`config.mk`:
```
export PLATFORM = sky130hd
export DESIGN_NAME = uart_frame_link_flat
export DESIGN_NICKNAME = d
export VERILOG_FILES = /design/src/rtl/uart_frame_pkg.sv /design/src/rtl/uart_frame_link_if.sv /design/src/rtl/uart_frame_csum.sv /design/src/rtl/uart_frame_link.sv /design/src/flat_wrapper.sv
export SDC_FILE = /design/constraint.sdc
export NUM_CORES = 1
export LEC_CHECK = 0
export ABC_AREA = 1
export ABC_CLOCK_PERIOD_IN_PS = 11200
export BUFFER_PORTS_ARGS = -buffer_cell sky130_fd_sc_hd__buf_4
export CELL_PAD_IN_SITES_DETAIL_PLACEMENT = 0
export CELL_PAD_IN_SITES_GLOBAL_PLACEMENT = 1
export CORE_MARGIN = 8
export CORE_UTILIZATION = 45
export DETAILED_ROUTE_END_ITERATION = 10
export PLACE_DENSITY_LB_ADDON = 0.1
export SLEW_MARGIN = 20
export SYNTH_ARGS = -nofsm -noshare
export SYNTH_HDL_FRONTEND = slang
export SYNTH_HIERARCHICAL = 1
export SYNTH_SLANG_ARGS = --single-unit
```
`constraint.sdc`:
```
create_clock -name clk -period 11.2 [get_ports clk]
set_clock_uncertainty 0.1 [all_clocks]
set_input_delay 2.24 -clock clk [delete_from_list [all_inputs] [get_ports clk]]
set_output_delay 2.24 -clock clk [all_outputs]
set_load 0.05 [all_outputs]
```
`src/rtl/uart_frame_pkg.sv`:
```
// uart_frame_pkg: shared FSM state, error codes and checksum width for the frame link.
package uart_frame_pkg;
    typedef enum logic [2:0] {IDLE, RX, TX_LOAD, TX_WAIT, DRAIN} state_t;
    localparam logic [1:0] ERR_NONE  = 2'd0;
    localparam logic [1:0] ERR_MSGID = 2'd1;
    localparam logic [1:0] ERR_CSUM  = 2'd2;
    localparam logic [1:0] ERR_LEN   = 2'd3;
    localparam int CSUM_W = 16;
endpackage

```
`src/rtl/uart_frame_link_if.sv`:
```
// uart_frame_link_if: byte-level receive/transmit handshake between a UART and the frame link.
interface uart_frame_link_if;
    logic [7:0] rx_byte;
    logic       rx_byte_valid;
    logic       rx_eop;
    logic [7:0] tx_byte;
    logic       tx_start;
    logic       tx_busy;
    modport master (output rx_byte, rx_byte_valid, rx_eop, tx_busy, input tx_byte, tx_start);
    modport slave  (input rx_byte, rx_byte_valid, rx_eop, tx_busy, output tx_byte, tx_start);
endinterface

```
`src/rtl/uart_frame_csum.sv`:
```
// uart_frame_csum: 16-bit additive byte checksum; clear and add may coincide (sum restarts at the byte).
module uart_frame_csum
    import uart_frame_pkg::*;
(
    input  logic              clk,
    input  logic              rst,
    input  logic              i_clr,
    input  logic              i_add,
    input  logic [7:0]        i_byte,
    output logic [CSUM_W-1:0] o_sum
);
    logic [CSUM_W-1:0] r_sum;
    always_ff @(posedge clk) begin
        if (rst) r_sum <= '0;
        else     r_sum <= (i_clr ? '0 : r_sum) + (i_add ? CSUM_W'(i_byte) : '0);
    end
    assign o_sum = r_sum;
endmodule

```
`src/rtl/uart_frame_link.sv`:
```
// uart_frame_link: half-duplex framed request/reply link over a byte UART with MSGID, checksum and timeout checks.
// Optional frame counters o_frames_ok/o_frames_bad when UART_FRAME_STATS_EN is defined.
module uart_frame_link
    import uart_frame_pkg::*;
#(
    parameter int          BUFFER_SIZE = 80,
    parameter logic [31:0] MSGID       = 32'h74697277,
    parameter int          CSUM        = 1,
    parameter int          TIMEOUT     = 1200
)(
    input  logic                   clk,
    input  logic                   rst,
    uart_frame_link_if.slave       link,
    input  logic [BUFFER_SIZE-1:0] i_tx_data,
    output logic [BUFFER_SIZE-1:0] o_rx_data,
    output logic                   o_sync,
    output logic                   o_tx_enable,
    output logic [1:0]             o_err
`ifdef UART_FRAME_STATS_EN
    ,
    output logic [15:0]            o_frames_ok,
    output logic [15:0]            o_frames_bad
`endif
);
    localparam int P  = BUFFER_SIZE / 8;
    localparam int N  = P + 2 * CSUM;
    localparam int W  = N * 8;
    localparam int CW = $clog2(N + 1);

    state_t                 r_state, w_state_nxt;
    logic [W-1:0]           r_rx_shift, w_rx_shift;
    logic [CW-1:0]          r_rx_cnt, w_rx_cnt, r_tx_cnt;
    logic [31:0]            r_gap;
    logic [BUFFER_SIZE-1:0] r_tx_shift, r_rx_data;
    logic [7:0]             r_tx_byte, w_tx_byte;
    logic                   r_tx_start, r_tx_enable, r_sync;
    logic [1:0]             r_err, w_err;
    logic [CSUM_W-1:0]      w_rx_sum, w_tx_sum;
    logic                   w_take, w_timeout, w_accept, w_reject, w_load, w_sent, w_drained;

    // A byte arriving with rx_eop is folded in before the frame is judged.
    assign w_take     = link.rx_byte_valid && (r_state == IDLE || (r_state == RX && r_rx_cnt < CW'(N)));
    assign w_rx_shift = w_take ? {r_rx_shift[W-9:0], link.rx_byte} : r_rx_shift;
    assign w_rx_cnt   = r_rx_cnt + CW'(w_take);
    assign w_err      = (w_rx_cnt != CW'(N))                           ? ERR_LEN   :
                        (w_rx_shift[W-1 -: 32] != MSGID)               ? ERR_MSGID :
                        (CSUM != 0 && w_rx_shift[15:0] != w_rx_sum)    ? ERR_CSUM  : ERR_NONE;
    assign w_timeout  = (TIMEOUT != 0) && r_state == RX && !link.rx_byte_valid && !link.rx_eop
                        && r_gap >= 32'(TIMEOUT - 1);
    assign w_tx_byte  = (r_tx_cnt < CW'(P))  ? r_tx_shift[BUFFER_SIZE-1 -: 8] :
                        (r_tx_cnt == CW'(P)) ? w_tx_sum[15:8] : w_tx_sum[7:0];

    uart_frame_csum u_rx_csum (
        .clk   (clk),
        .rst   (rst),
        .i_clr (r_state == IDLE),
        .i_add (w_take && r_rx_cnt < CW'(P)),
        .i_byte(link.rx_byte),
        .o_sum (w_rx_sum)
    );

    uart_frame_csum u_tx_csum (
        .clk   (clk),
        .rst   (rst),
        .i_clr (w_accept),
        .i_add (w_load && r_tx_cnt < CW'(P)),
        .i_byte(r_tx_shift[BUFFER_SIZE-1 -: 8]),
        .o_sum (w_tx_sum)
    );

    always_ff @(posedge clk) begin
        if (rst) r_state <= IDLE;
        else     r_state <= w_state_nxt;
    end

    always_comb begin
        w_state_nxt = r_state;
        w_accept    = 1'b0;
        w_reject    = 1'b0;
        w_load      = 1'b0;
        w_sent      = 1'b0;
        w_drained   = 1'b0;
        case (r_state)
            IDLE:    w_state_nxt = link.rx_byte_valid ? RX : IDLE;
            RX: begin
                w_accept    = link.rx_eop && w_err == ERR_NONE;
                w_reject    = link.rx_eop && w_err != ERR_NONE;
                w_state_nxt = w_accept ? TX_LOAD : (w_reject || w_timeout) ? IDLE : RX;
            end
            TX_LOAD: begin
                w_load      = !link.tx_busy;
                w_state_nxt = w_load ? TX_WAIT : TX_LOAD;
            end
            TX_WAIT: begin
                w_sent      = link.tx_busy;
                w_state_nxt = !w_sent ? TX_WAIT : (r_tx_cnt == CW'(N - 1)) ? DRAIN : TX_LOAD;
            end
            DRAIN: begin
                w_drained   = !link.tx_busy;
                w_state_nxt = w_drained ? IDLE : DRAIN;
            end
            default: w_state_nxt = IDLE;
        endcase
    end

    always_ff @(posedge clk) begin
        if (rst) begin
            r_rx_shift  <= '0;
            r_rx_cnt    <= '0;
            r_gap       <= '0;
            r_tx_shift  <= '0;
            r_tx_cnt    <= '0;
            r_rx_data   <= '0;
            r_tx_byte   <= '0;
            r_tx_start  <= 1'b0;
            r_tx_enable <= 1'b0;
            r_sync      <= 1'b0;
            r_err       <= ERR_NONE;
        end else begin
            r_rx_shift <= w_rx_shift;
            r_rx_cnt   <= (w_state_nxt == RX) ? w_rx_cnt : '0;
            r_gap      <= (link.rx_byte_valid || r_state != RX) ? '0 : r_gap + 32'd1;
            r_sync     <= w_accept;
            if (w_accept) begin
                r_rx_data   <= w_rx_shift[W-1 -: BUFFER_SIZE];
                r_tx_shift  <= i_tx_data;
                r_tx_cnt    <= '0;
                r_tx_enable <= 1'b1;
                r_err       <= ERR_NONE;
            end
            if (w_reject)  r_err <= w_err;
            if (w_timeout) r_err <= ERR_LEN;
            if (w_load) begin
                r_tx_byte  <= w_tx_byte;
                r_tx_start <= 1'b1;
            end
            if (w_sent) begin
                r_tx_start <= 1'b0;
                r_tx_shift <= {r_tx_shift[BUFFER_SIZE-9:0], 8'h00};
                r_tx_cnt   <= r_tx_cnt + CW'(1);
            end
            if (w_drained) r_tx_enable <= 1'b0;
        end
    end

`ifdef UART_FRAME_STATS_EN
    logic [15:0] r_frames_ok, r_frames_bad;
    always_ff @(posedge clk) begin
        if (rst) begin
            r_frames_ok  <= '0;
            r_frames_bad <= '0;
        end else begin
            r_frames_ok  <= r_frames_ok + 16'(w_accept);
            r_frames_bad <= r_frames_bad + 16'(w_reject || w_timeout);
        end
    end
    assign o_frames_ok  = r_frames_ok;
    assign o_frames_bad = r_frames_bad;
`endif

    assign link.tx_byte  = r_tx_byte;
    assign link.tx_start = r_tx_start;
    assign o_rx_data     = r_rx_data;
    assign o_sync        = r_sync;
    assign o_tx_enable   = r_tx_enable;
    assign o_err         = r_err;
endmodule

```
`src/flat_wrapper.sv`:
```
// flat-port wrapper written by rule: the top's interface ports become plain ports
module uart_frame_link_flat import uart_frame_pkg::*;
#(
    parameter int          BUFFER_SIZE = 80,
    parameter logic [31:0] MSGID       = 32'h74697277,
    parameter int          CSUM        = 1,
    parameter int          TIMEOUT     = 1200
)
  (clk, rst, i_tx_data, o_rx_data, o_sync, o_tx_enable, o_err, link_rx_byte, link_rx_byte_valid, link_rx_eop, link_tx_busy, link_tx_byte, link_tx_start);
  uart_frame_link_if link_i ();
  input  logic clk;
  input  logic rst;
  input  logic [BUFFER_SIZE-1:0] i_tx_data;
  output logic [BUFFER_SIZE-1:0] o_rx_data;
  output logic o_sync;
  output logic o_tx_enable;
  output logic [1:0] o_err;
  input wire logic [$bits(link_i.rx_byte)-1:0] link_rx_byte;
  input wire logic [$bits(link_i.rx_byte_valid)-1:0] link_rx_byte_valid;
  input wire logic [$bits(link_i.rx_eop)-1:0] link_rx_eop;
  input wire logic [$bits(link_i.tx_busy)-1:0] link_tx_busy;
  output wire logic [$bits(link_i.tx_byte)-1:0] link_tx_byte;
  output wire logic [$bits(link_i.tx_start)-1:0] link_tx_start;
  assign link_i.rx_byte = link_rx_byte;
  assign link_i.rx_byte_valid = link_rx_byte_valid;
  assign link_i.rx_eop = link_rx_eop;
  assign link_i.tx_busy = link_tx_busy;
  assign link_tx_byte = link_i.tx_byte;
  assign link_tx_start = link_i.tx_start;
  uart_frame_link #(.BUFFER_SIZE(BUFFER_SIZE), .MSGID(MSGID), .CSUM(CSUM), .TIMEOUT(TIMEOUT)) u_core (.clk(clk), .rst(rst), .link(link_i), .i_tx_data(i_tx_data), .o_rx_data(o_rx_data), .o_sync(o_sync), .o_tx_enable(o_tx_enable), .o_err(o_err));
endmodule
```
Word level (Yosys, flattened, before mapping)
Cells that the tools add are included.
{"block": "classes", "magnitude_cmp": 4, "reduce_logical": 24, "n_eq_ne": 11, "n_shift": 0, "addsub": 5, "div_mod_pow": 0, "n_mux": 30, "bitwise": 1, "mul": 0}
{"cell": "80-bit 2-to-1 mux", "count": 2}
{"cell": "96-bit 2-to-1 mux", "count": 1}
{"cell": "16-bit by 8-bit adder with 16-bit output", "count": 2}
{"cell": "32-bit by 1-bit adder with 32-bit output (second input constant)", "count": 1}
{"cell": "32-bit by 11-bit >= comparator with 1-bit output (second input constant)", "count": 1}
{"cell": "16-bit 2-to-1 mux", "count": 2}
{"cell": "8-bit 2-to-1 mux", "count": 4}
{"cell": "32-bit by 31-bit != test with 1-bit output (second input constant)", "count": 1}
{"cell": "16-bit != test", "count": 1}
{"cell": "3-bit case mux with 5 select lines", "count": 1}
{"cell": "4-bit < comparator (second input constant)", "count": 3}
{"cell": "2-bit 2-to-1 mux", "count": 6}
{"cell": "3-bit 2-to-1 mux", "count": 4}
{"cell": "1-bit logical AND", "count": 9}
{"cell": "4-bit equality test (second input constant)", "count": 2}
{"cell": "1-bit 2-to-1 mux", "count": 8}
{"cell": "4-bit 2-to-1 mux", "count": 2}
{"cell": "2-bit OR reduction", "count": 4}
{"cell": "3-bit by 1-bit equality test with 1-bit output (second input constant)", "count": 2}
{"cell": "3-bit by 2-bit equality test with 1-bit output (second input constant)", "count": 2}
{"cell": "4-bit by 1-bit adder with 4-bit output", "count": 1}
{"cell": "4-bit by 1-bit adder with 4-bit output (second input constant)", "count": 1}
{"cell": "4-bit != test (second input constant)", "count": 1}
{"cell": "2-bit nonzero test", "count": 2}
{"cell": "other kinds (8)", "count": 12}
{"block": "word_totals", "mem_count": 0, "elab_cells": 90, "latch_bits": 0, "mem_bits_rw": 0, "regBits": 344, "romBits": 0}

Depth between registers and ports, before layout
Gate-level depths: netlist of the first run.
{"block": "logic_depth", "ltp_word": 18, "depth_mapped": 31}

Modules after synthesis
The synthesis of the first run kept the hierarchy.
{"mod": "uart_frame_link", "cells_each": 1893, "area_per_inst_um2": 13221.4, "seq_area_each_um2": 6246.0, "n_inst": 1}
{"mod": "uart_frame_csum at u_core.u_rx_csum", "cells_each": 205, "area_per_inst_um2": 1291.2, "seq_area_each_um2": 320.3, "n_inst": 1}
{"mod": "uart_frame_csum at u_core.u_tx_csum", "cells_each": 200, "area_per_inst_um2": 1243.7, "seq_area_each_um2": 320.3, "n_inst": 1}

Least setup slack after synthesis of the first run
No wires, ideal clock.
{"block": "synth_timing", "path_kind": "input to register", "startpoint": "in link_rx_byte_valid", "endpoint": "reg u_core.u_tx_csum.r_sum[14], in the netlist u_core/u_tx_csum/o_sum[14]", "arrival_ns": 6.042, "required_ns": 10.985, "path_slack_ns": 4.943, "path_buffers": 6, "stages": 28, "path_cell_list": "inv_1 -> a21oi_1 -> nand2_2 -> nand2_1 -> buf_4 -> buf_2 -> clkbuf_1 -> ha_1 -> ha_1 -> nor4_1 -> nand2_1 -> nor2_4 -> nand2_2 -> inv_2 -> buf_6 -> buf_4 -> buf_6 -> nor2_1 -> ha_1 -> fa_1 -> nand2_1 -> nand2_1 -> nand3b_1 -> nand2_1 -> nand2_1 -> nand3_1 -> nand2_1 -> nor2_1"}
{"block": "synth_between", "word_cells_on_any_way": 14}
{"element": "from (decl)", "line": "flat_wrapper.sv:19", "source": "input wire logic [$bits(link_i.rx_byte_valid)-1:0] link_rx_byte_valid;"}
{"element": "1-bit logical AND", "line": "uart_frame_link.sv:42", "source": "assign w_take = link.rx_byte_valid && (r_state == IDLE || (r_state == RX && r_rx_cnt < CW'(N)));"}
{"element": "4-bit by 1-bit adder with 4-bit output", "line": "uart_frame_link.sv:44", "source": "assign w_rx_cnt = r_rx_cnt + CW'(w_take);"}
{"element": "via u_core.w_rx_cnt[1]", "line": "uart_frame_link.sv:32", "source": "logic [CW-1:0] r_rx_cnt, w_rx_cnt, r_tx_cnt;"}
{"element": "4-bit != test", "line": "uart_frame_link.sv:45", "source": "assign w_err = (w_rx_cnt != CW'(N)) ? ERR_LEN :"}
{"element": "2-bit 2-to-1 mux", "line": "uart_frame_link.sv:45"}
{"element": "2-bit zero test", "line": "uart_frame_link.sv:86", "source": "w_accept = link.rx_eop && w_err == ERR_NONE;"}
{"element": "1-bit logical AND", "line": "uart_frame_link.sv:86"}
{"element": "1-bit 2-to-1 mux", "line": "uart_frame_link.sv:83", "source": "case (r_state)"}
{"element": "via u_core.w_accept", "line": "uart_frame_link.sv:39", "source": "logic w_take, w_timeout, w_accept, w_reject, w_load, w_sent, w_drained;"}
{"element": "16-bit 2-to-1 mux", "line": "uart_frame_csum.sv:15", "source": "else r_sum <= (i_clr ? '0 : r_sum) + (i_add ? CSUM_W'(i_byte) : '0);"}
{"element": "16-bit by 8-bit adder with 16-bit output", "line": "uart_frame_csum.sv:15"}
{"element": "to (signal assigned)", "line": "uart_frame_csum.sv:15"}
{"element": "to (decl)", "line": "uart_frame_csum.sv:12", "source": "logic [CSUM_W-1:0] r_sum;"}
The timed path passes the listed nets, and every way through them passes these cells.
A chain may end at the register's enable or synchronous reset.

Final worst setup path of the first run
{"block": "layout_timing", "startpoint": "in link_rx_byte_valid", "endpoint": "reg u_core.u_tx_csum.r_sum[14], in the netlist u_core/u_tx_csum/o_sum[14]"}
{"block": "layout_between", "elab_chain_cells": 11, "word_cells_on_any_way": 14}
{"element": "1-bit logical AND *", "line": "uart_frame_link.sv:42"}
{"element": "96-bit 2-to-1 mux", "line": "uart_frame_link.sv:43", "source": "assign w_rx_shift = w_take ? {r_rx_shift[W-9:0], link.rx_byte} : r_rx_shift;"}
{"element": "16-bit != test", "line": "uart_frame_link.sv:47", "source": "(CSUM != 0 && w_rx_shift[15:0] != w_rx_sum) ? ERR_CSUM : ERR_NONE;"}
{"element": "2-bit 2-to-1 mux", "line": "uart_frame_link.sv:47"}
{"element": "2-bit 2-to-1 mux", "line": "uart_frame_link.sv:46", "source": "(w_rx_shift[W-1 -: 32] != MSGID) ? ERR_MSGID :"}
{"element": "2-bit 2-to-1 mux *", "line": "uart_frame_link.sv:45"}
{"element": "2-bit zero test *", "line": "uart_frame_link.sv:86"}
{"element": "1-bit logical AND *", "line": "uart_frame_link.sv:86"}
{"element": "1-bit 2-to-1 mux *", "line": "uart_frame_link.sv:83"}
{"element": "16-bit 2-to-1 mux *", "line": "uart_frame_csum.sv:15"}
{"element": "16-bit by 8-bit adder with 16-bit output *", "line": "uart_frame_csum.sv:15"}
Mark *: on every way between the ends. The rest lies on a longest branch, timed or not.

==> results of run 1 <==
-- cell type report --
type | count | area share
inverters | 215 | 0.0450
repair buffers | 197 | 0.0817
clock buffers | 52 | 0.0600
multi-input cells | 1632 | 0.405
flip-flops and latches | 344 | 0.370
clock inverters | 16 | 0.00794
well taps | 455 | 0.0306
-- state kept, by name (all words and copies together) (netlist names) --
signal                  flops
u_core/o_tx_enable          1
u_core/o_err                2
u_core/r_rx_shift          96
u_core/o_rx_data           80
u_core/u_tx_csum/o_sum     16
u_core/r_state              3
u_core/r_gap               32
u_core/r_rx_cnt             4
u_core/link.tx_byte         8
u_core/o_sync               1
u_core/r_tx_shift          80
u_core/u_rx_csum/o_sum     16
u_core/r_tx_cnt             4
u_core/link.tx_start        1
-- cells in the final DEF, fill, tap and decap left out, drive strengths merged, types with 20 or more instances in the layout --
cell,netlist,layout
nand3,193,193
nand2,764,764
a21oi,96,96
o21ai,39,39
ha,21,21
nor2,358,358
buf,67,197
nor3,22,22
inv,214,215
clkbuf,40,52
mux2i,40,40
nand3b,20,20
dfxtp,344,344
-- stage by stage --
stage / util / std cells / worst slack, ps / total power [mW] / hold WS [ps]
6_report: 0.539 / 2911 / 3940 / 2.67 / 346
5_1_grt: 0.539 / 2911 / 3330 / 2.77 / 371
4_1_cts: 0.537 / 2909 / 3960 / 2.70 / 349
3_5_place_dp: 0.500 / 2841 / 3400 / 1.44 / 341
3_3_place_gp: 0.500 / 2841 / 3470 / 1.44 / 329
2_1_floorplan: - / 2298 / 4940 / 1.39 / 318
-- final timing paths --
| kind | from | endpoint | slack [ps] | depth (start not counted) |
|---|---|---|---|---|
| max | link_rx_byte_valid | u_core/u_tx_csum/o_sum[14] | 3940 | 25 |
| min | u_core/r_gap[0] | u_core/r_gap[0] | 350 | 1 |
| max reg2reg | u_core/r_state[0] | u_core/u_tx_csum/o_sum[14] | 5140 | 25 |
| min reg2reg | u_core/r_gap[0] | u_core/r_gap[0] | 350 | 1 |
-- worst max-delay path, stage by stage --
cell      delay [ps]
buf_4             90
nand3_2          750
nand2_4         1120
buf_4            540
nand2_1          150
nand2_1           90
nand2_1           50
nor2_1            80
nand2_1           60
nor2_1           130
nand2_1          140
nor2_4           380
nand2_4           90
inv_4            260
nor2_1            90
ha_1             210
fa_1             390
nand2_1          120
nand2_1           60
nand3b_1          80
nand2_1          100
nand2_1          100
nand3_1           70
nand2_1           60
nor2_1            40
-- cell families after synthesis --
family | after synthesis
compound gates | 159
mux | 40
buf+inv | 322
xor+xnor | 5
flops | 344
fa+ha+maj | 23
simple gates | 1405
-- routing by layer --
metal  global-route usage  vias to the layer above  part of all wire
met3               0.0489                       59             0.061
met5                    0                        -           0.00031
met2                0.305                      259              0.43
li1                     -                     7481                 -
met1                0.265                     6390              0.48
met4               0.0588                        2             0.024
-- power by group --
group | switching [mW] | leakage [nW] | total [mW] | internal [mW]
combinational | 0.104 | 5.40 | 0.166 | 0.0614
sequential | 0.00852 | 2.78 | 1.25 | 1.24
clock | 0.508 | 0.632 | 1.25 | 0.746
==> run metrics, run 1 <==
routed wire length 41,500 um; Root Buffer clkbuf_16; Port-buffer cells 185; layout cells sized above 1 0.131; Antenna Nets Post-Route 0; Critical Path RT 11,520 ps; Area Growth Syn to Fin 18.1%; clk sinks 344; die extent in y 203 um; CP max FO 76; synth warn 6; final hold vios 0; post-synthesis sequential area ratio 0.437; max_cap viols 0; leakage power 8.81 nW; first-pass GRT wire length 68,300 um; total grt overflow 0; via count 14,200; multiplexer area fraction after synthesis 0.0254; CTS Buf Count 39; Area contributors post-synth dfxtp_1 44%, nand2_1 18%, nor2_1 8.3%; Peak VDD IR 0.000109 V; Worst-path clk slew 60 ps; crit path capture type register; placed cell area 17,300 um2; nets 2,545; total setup buffers inserted after CTS 0; vias in the first global route 13,600; Via density 4.87; pins over their slew limit 0; WP data arrival 7590 ps; die width 203 um; Yosys cell types 45; cell count after synthesis 2,298; final setup fails 0; DRT iter0 DRCs 743; clock tree buffer depth 3; post-layout minimum cycle time 7260 ps; top cell type by total area after synthesis dfxtp_1; Tcrit/Tclk final 0.649; Post-Synthesis Cell Area 15,800 um2; die area 41,300 um2; hold buffer count at cts 0; TNS Setup 0 ps; n_diodes 0; synthesized flop and latch total 344; Worst slew margin 0.298; Fill cells 3,518; Initial Utilization 0.456; CTS resizes 0; Top FF cell, synth dfxtp_1; HPWL after detailed placement 29,000 um; Compound-Gate Fraction of Synth Area 0.0537; cell with the most instances after synthesis nand2_1; num rows 68; Final GP Congestion 0.891; unrepaired setup endpoints after global routing no; Adder-Cell Fraction of Synth Area 0.0192; fmax 138 MHz; multi-input logic area 7530 um2; Design Area, Final 18,600 um2; largest net degree at the start of global routing 111; Synth Area in XOR/XNOR 0.00278; outcome finished, final reports clean; Tot GR Track Use 0.196; I/O pin count 186; Residual DRC 0; total area of sequential cells 6890 um2; Worst Hold Class register to register; main combinational cell family by area after synthesis simple AND/OR/NAND/NOR gates; async set-reset flop share out of synthesis 0; H-tree levels 2; top cell type's share of synthesized area 0.437; CTS tree yes; synth cell count leaders 747 x nand2_1, 347 x nor2_1, 344 x dfxtp_1, 207 x inv_1, 187 x nand3_1; Worst-Skew Late Latency 530 ps; TritonRoute pass-1 iters 5; post-synthesis simple-gate area fraction 0.375; initial antenna violation count 1; routed len/inst 14.2 um; worst-margin pin slew 1050 ps; number of synthesized flops with an enable pin 0; synthesized area per cell 6.86 um2; critical path startpoint category input pin; PwrDens 143 nW/um2; core area 34,500 um2; Crit Path Class input pin to register; Post-Syn Nets 2,414
No activity file was read; power rests on OpenSTA's default activity.
==> inputs of run 2 (changes only) <==
--- a/config.mk
+++ b/config.mk
@@ -5,13 +5,13 @@
 export SDC_FILE = /design/constraint.sdc
 export NUM_CORES = 1
 export LEC_CHECK = 0
-export ABC_AREA = 1
-export ABC_CLOCK_PERIOD_IN_PS = 11200
+export ABC_AREA = 0
+export ABC_CLOCK_PERIOD_IN_PS = 7200
 export BUFFER_PORTS_ARGS = -buffer_cell sky130_fd_sc_hd__buf_4
 export CELL_PAD_IN_SITES_DETAIL_PLACEMENT = 0
 export CELL_PAD_IN_SITES_GLOBAL_PLACEMENT = 1
 export CORE_MARGIN = 8
-export CORE_UTILIZATION = 45
+export CORE_UTILIZATION = 44
 export DETAILED_ROUTE_END_ITERATION = 10
 export PLACE_DENSITY_LB_ADDON = 0.1
 export SLEW_MARGIN = 20
==> constraint.sdc (replaced) <==
create_clock -name clk -period 7.2 [get_ports clk]
set_clock_uncertainty 0.1 [all_clocks]
set_input_delay 1.44 -clock clk [delete_from_list [all_inputs] [get_ports clk]]
set_output_delay 1.44 -clock clk [all_outputs]
set_load 0.05 [all_outputs]
==> run 2 against run 1 <==
Effect of this change: non-clock buffer count grew 3; core utilization shrank 1.7 points; wire length grew 3.8%; sequential power grew 54%; final cell count shrank 19%; critical path depth shrank 5; largest power group unchanged; sequential share of layout area grew 1.6 points; area after synthesis shrank 3.8%; largest cell class unchanged; critical endpoint is now u_core/u_tx_csum/o_sum[12]; combinational power grew 9%; global-route usage grew 0.39 points; worst hold slack gained 2.9 ps.
==> run metrics, run 2 <==
outcome finished, final reports clean; critical path startpoint category input pin; cell count after synthesis 1,796 (-22%); pins over their slew limit 0 (unchanged); CTS Buf Count 38 (-2.6%); fmax 169 MHz; Area contributors post-synth dfxtp_1 45%, a21oi_1 8.9%, nand2_1 6.6%; I/O pin count 186 (unchanged); leakage power 6.73 nW (-24%); post-layout minimum cycle time 5930 ps; clock tree buffer depth 3 (unchanged); Tcrit/Tclk final 0.824; nets 2,006 (-21%); Initial Utilization 0.443 (-0.0128); HPWL after detailed placement 28,100 um (-2.9%); commonest non-fill, non-tap cell in the layout dfxtp_1; synthesized flop and latch total 344 (unchanged); num rows 68 (unchanged); synth cell count leaders 344 x dfxtp_1, 269 x a21oi_1, 266 x nand2_1, 113 x nor2_1, 99 x clkbuf_1; post-synthesis sequential area ratio 0.454 (+0.0171); CTS tree yes; routed len/inst 18.1 um (+27%); Critical Path RT 7510 ps (-4010 ps); Antenna Nets Post-Route 0 (unchanged); WP data arrival 6240 ps (-1350 ps); Adder-Cell Fraction of Synth Area 0.0200 (+0.000752); Area Growth Syn to Fin 17.7%; Top FF cell, synth dfxtp_1; most frequent cells in the layout 344 x dfxtp_1, 269 x a21oi_1, 266 x nand2_1; synth warn 6 (unchanged); Largest Register u_core/r_rx_shift; worst-margin pin slew 1090 ps (+32.7 ps); routed wire length 43,000 um (+3.8%); die area 40,700 um2 (-1.5%); Peak VDD IR 0.000161 V (+48%); CP max FO 27 (-64%); cell with the most instances after synthesis dfxtp_1; clk sinks 344 (unchanged); core area 34,200 um2 (-0.99%); final setup fails 0 (unchanged); initial antenna violation count 1 (unchanged); top cell type by total area after synthesis dfxtp_1; main combinational cell family by area after synthesis compound AO/OA/AOI/OAI gates; Final GP Congestion 0.837 (-6.0%); async set-reset flop share out of synthesis 0 (unchanged); max_cap viols 0 (unchanged); Post-Synthesis Cell Area 15,200 um2 (-3.8%); Largest register FFs 96 (unchanged); Worst-path clk slew 60 ps (about the same); total setup buffers inserted after CTS 0 (unchanged); Worst Hold Class register to register; crit path capture type register; die width 202 um (-0.73%); number of synthesized flops with an enable pin 0 (unchanged); via count 13,200 (-6.7%); largest net degree at the start of global routing 108 (-2.7%); total grt overflow 0 (unchanged); Synth Area in XOR/XNOR 0.0335 (+0.0307); Post-Syn Nets 1,912 (-21%); layout cells sized above 1 0.153 (+0.0223); hold buffer count at cts 0 (unchanged); Crit Path Class input pin to register; top cell type's share of synthesized area 0.454 (+0.0171); first-pass GRT wire length 68,700 um (+0.55%); synthesized area per cell 8.44 um2 (+23%); Compound-Gate Fraction of Synth Area 0.238 (+0.185); vias in the first global route 12,600 (-7.0%); TritonRoute pass-1 iters 5 (unchanged); Via density 5.58 (+14%); Root Buffer clkbuf_16; Port-buffer cells 185 (unchanged); Yosys cell types 74 (+64%); WHS 349 ps (+2.93 ps); DRT iter0 DRCs 1,007 (+36%); Worst slew margin 0.276 (-0.0218); multiplexer area fraction after synthesis 0.00990 (-0.0155); placed cells 2,305 (-19%); unrepaired setup endpoints after global routing no; PwrDens 223 nW/um2 (+56%); CTS resizes 0 (unchanged); H-tree levels 2 (unchanged); TNS Setup 0 ps (unchanged); final hold vios 0 (unchanged); die extent in y 202 um (-0.73%); post-synthesis simple-gate area fraction 0.194 (-0.182); Worst-Skew Late Latency 510 ps (-20 ps); Residual DRC 0 (unchanged); Tot GR Track Use 0.200 (+0.00386); fin cells 2,371 (-19%)
## run 2: layout make-up
class | instances | area (um2)
multi-input cells | 1278 | 7570
well taps | 455 | 569
repair buffers | 200 | 1510
clock inverters | 6 | 30.0
clock buffers | 59 | 1180
fillers | 3363 | 16400
inverters | 28 | 105
diodes | 1 | 2.50
flip-flops and latches | 344 | 6890
## run 2: where the power goes
group	switching (mW)	internal [mW]	leakage [nW]
clock network	0.754	1.12	0.604
logic	0.115	0.0661	3.36
registers	0.0114	1.91	2.77
## run 2: path summary, 6_finish.rpt
| kind | start | endpoint | slack [ps] | cells after the start |
|---|---|---|---|---|
| min | u_core/r_rx_shift[91] | u_core/r_rx_shift[91] | 350 | 2 |
| min reg2reg | u_core/r_rx_shift[91] | u_core/r_rx_shift[91] | 350 | 2 |
| max reg2reg | u_core/r_state[1] | u_core/u_tx_csum/o_sum[12] | 1820 | 19 |
| max | link_rx_byte_valid | u_core/u_tx_csum/o_sum[12] | 1270 | 20 |
## run 2: metal layers
metal	track usage	vias up	part of all wire
met5	0	-	0
met4	0.0540	0	0.023
met3	0.0330	57	0.041
met2	0.323	267	0.47
met1	0.274	6303	0.47
li1	-	6607	-
## run 2: metrics by stage
| stage | util | power [mW] | instance area [um2] | worst slack (ps) |
|---|---|---|---|---|
| after CTS | 0.522 | 4.04 | 17800 | 1280 |
| after global routing | 0.522 | 4.13 | 17900 | 909 |
| after global placement | 0.486 | 2.15 | 16600 | 843 |
| final | 0.522 | 3.98 | 17900 | 1270 |
| after detailed placement | 0.486 | 2.15 | 16600 | 766 |
| after floorplan | - | 2.07 | 15200 | 786 |
## run 2: critical path: stages
cell	delay [ps]
buf_4	110
nor3b_4	330
nand2_4	80
inv_2	370
ha_1	270
ha_1	240
nor2_1	110
nand2_1	60
nor4_1	590
and3_4	320
nand2_1	90
inv_1	390
nor2b_1	120
ha_1	250
fa_1	410
a21o_1	220
a221oi_2	330
o21ai_2	160
and3_1	210
o21a_1	160
## run 2: logic make-up (layout without fill, tap and decap cells)
family	count (synthesis)	in the layout
compound gates	562	562
xor+xnor	58	58
fa+ha+maj	23	23
buf+inv	174	293
flops	344	344
mux	14	14
other cells	0	1
simple gates	621	621
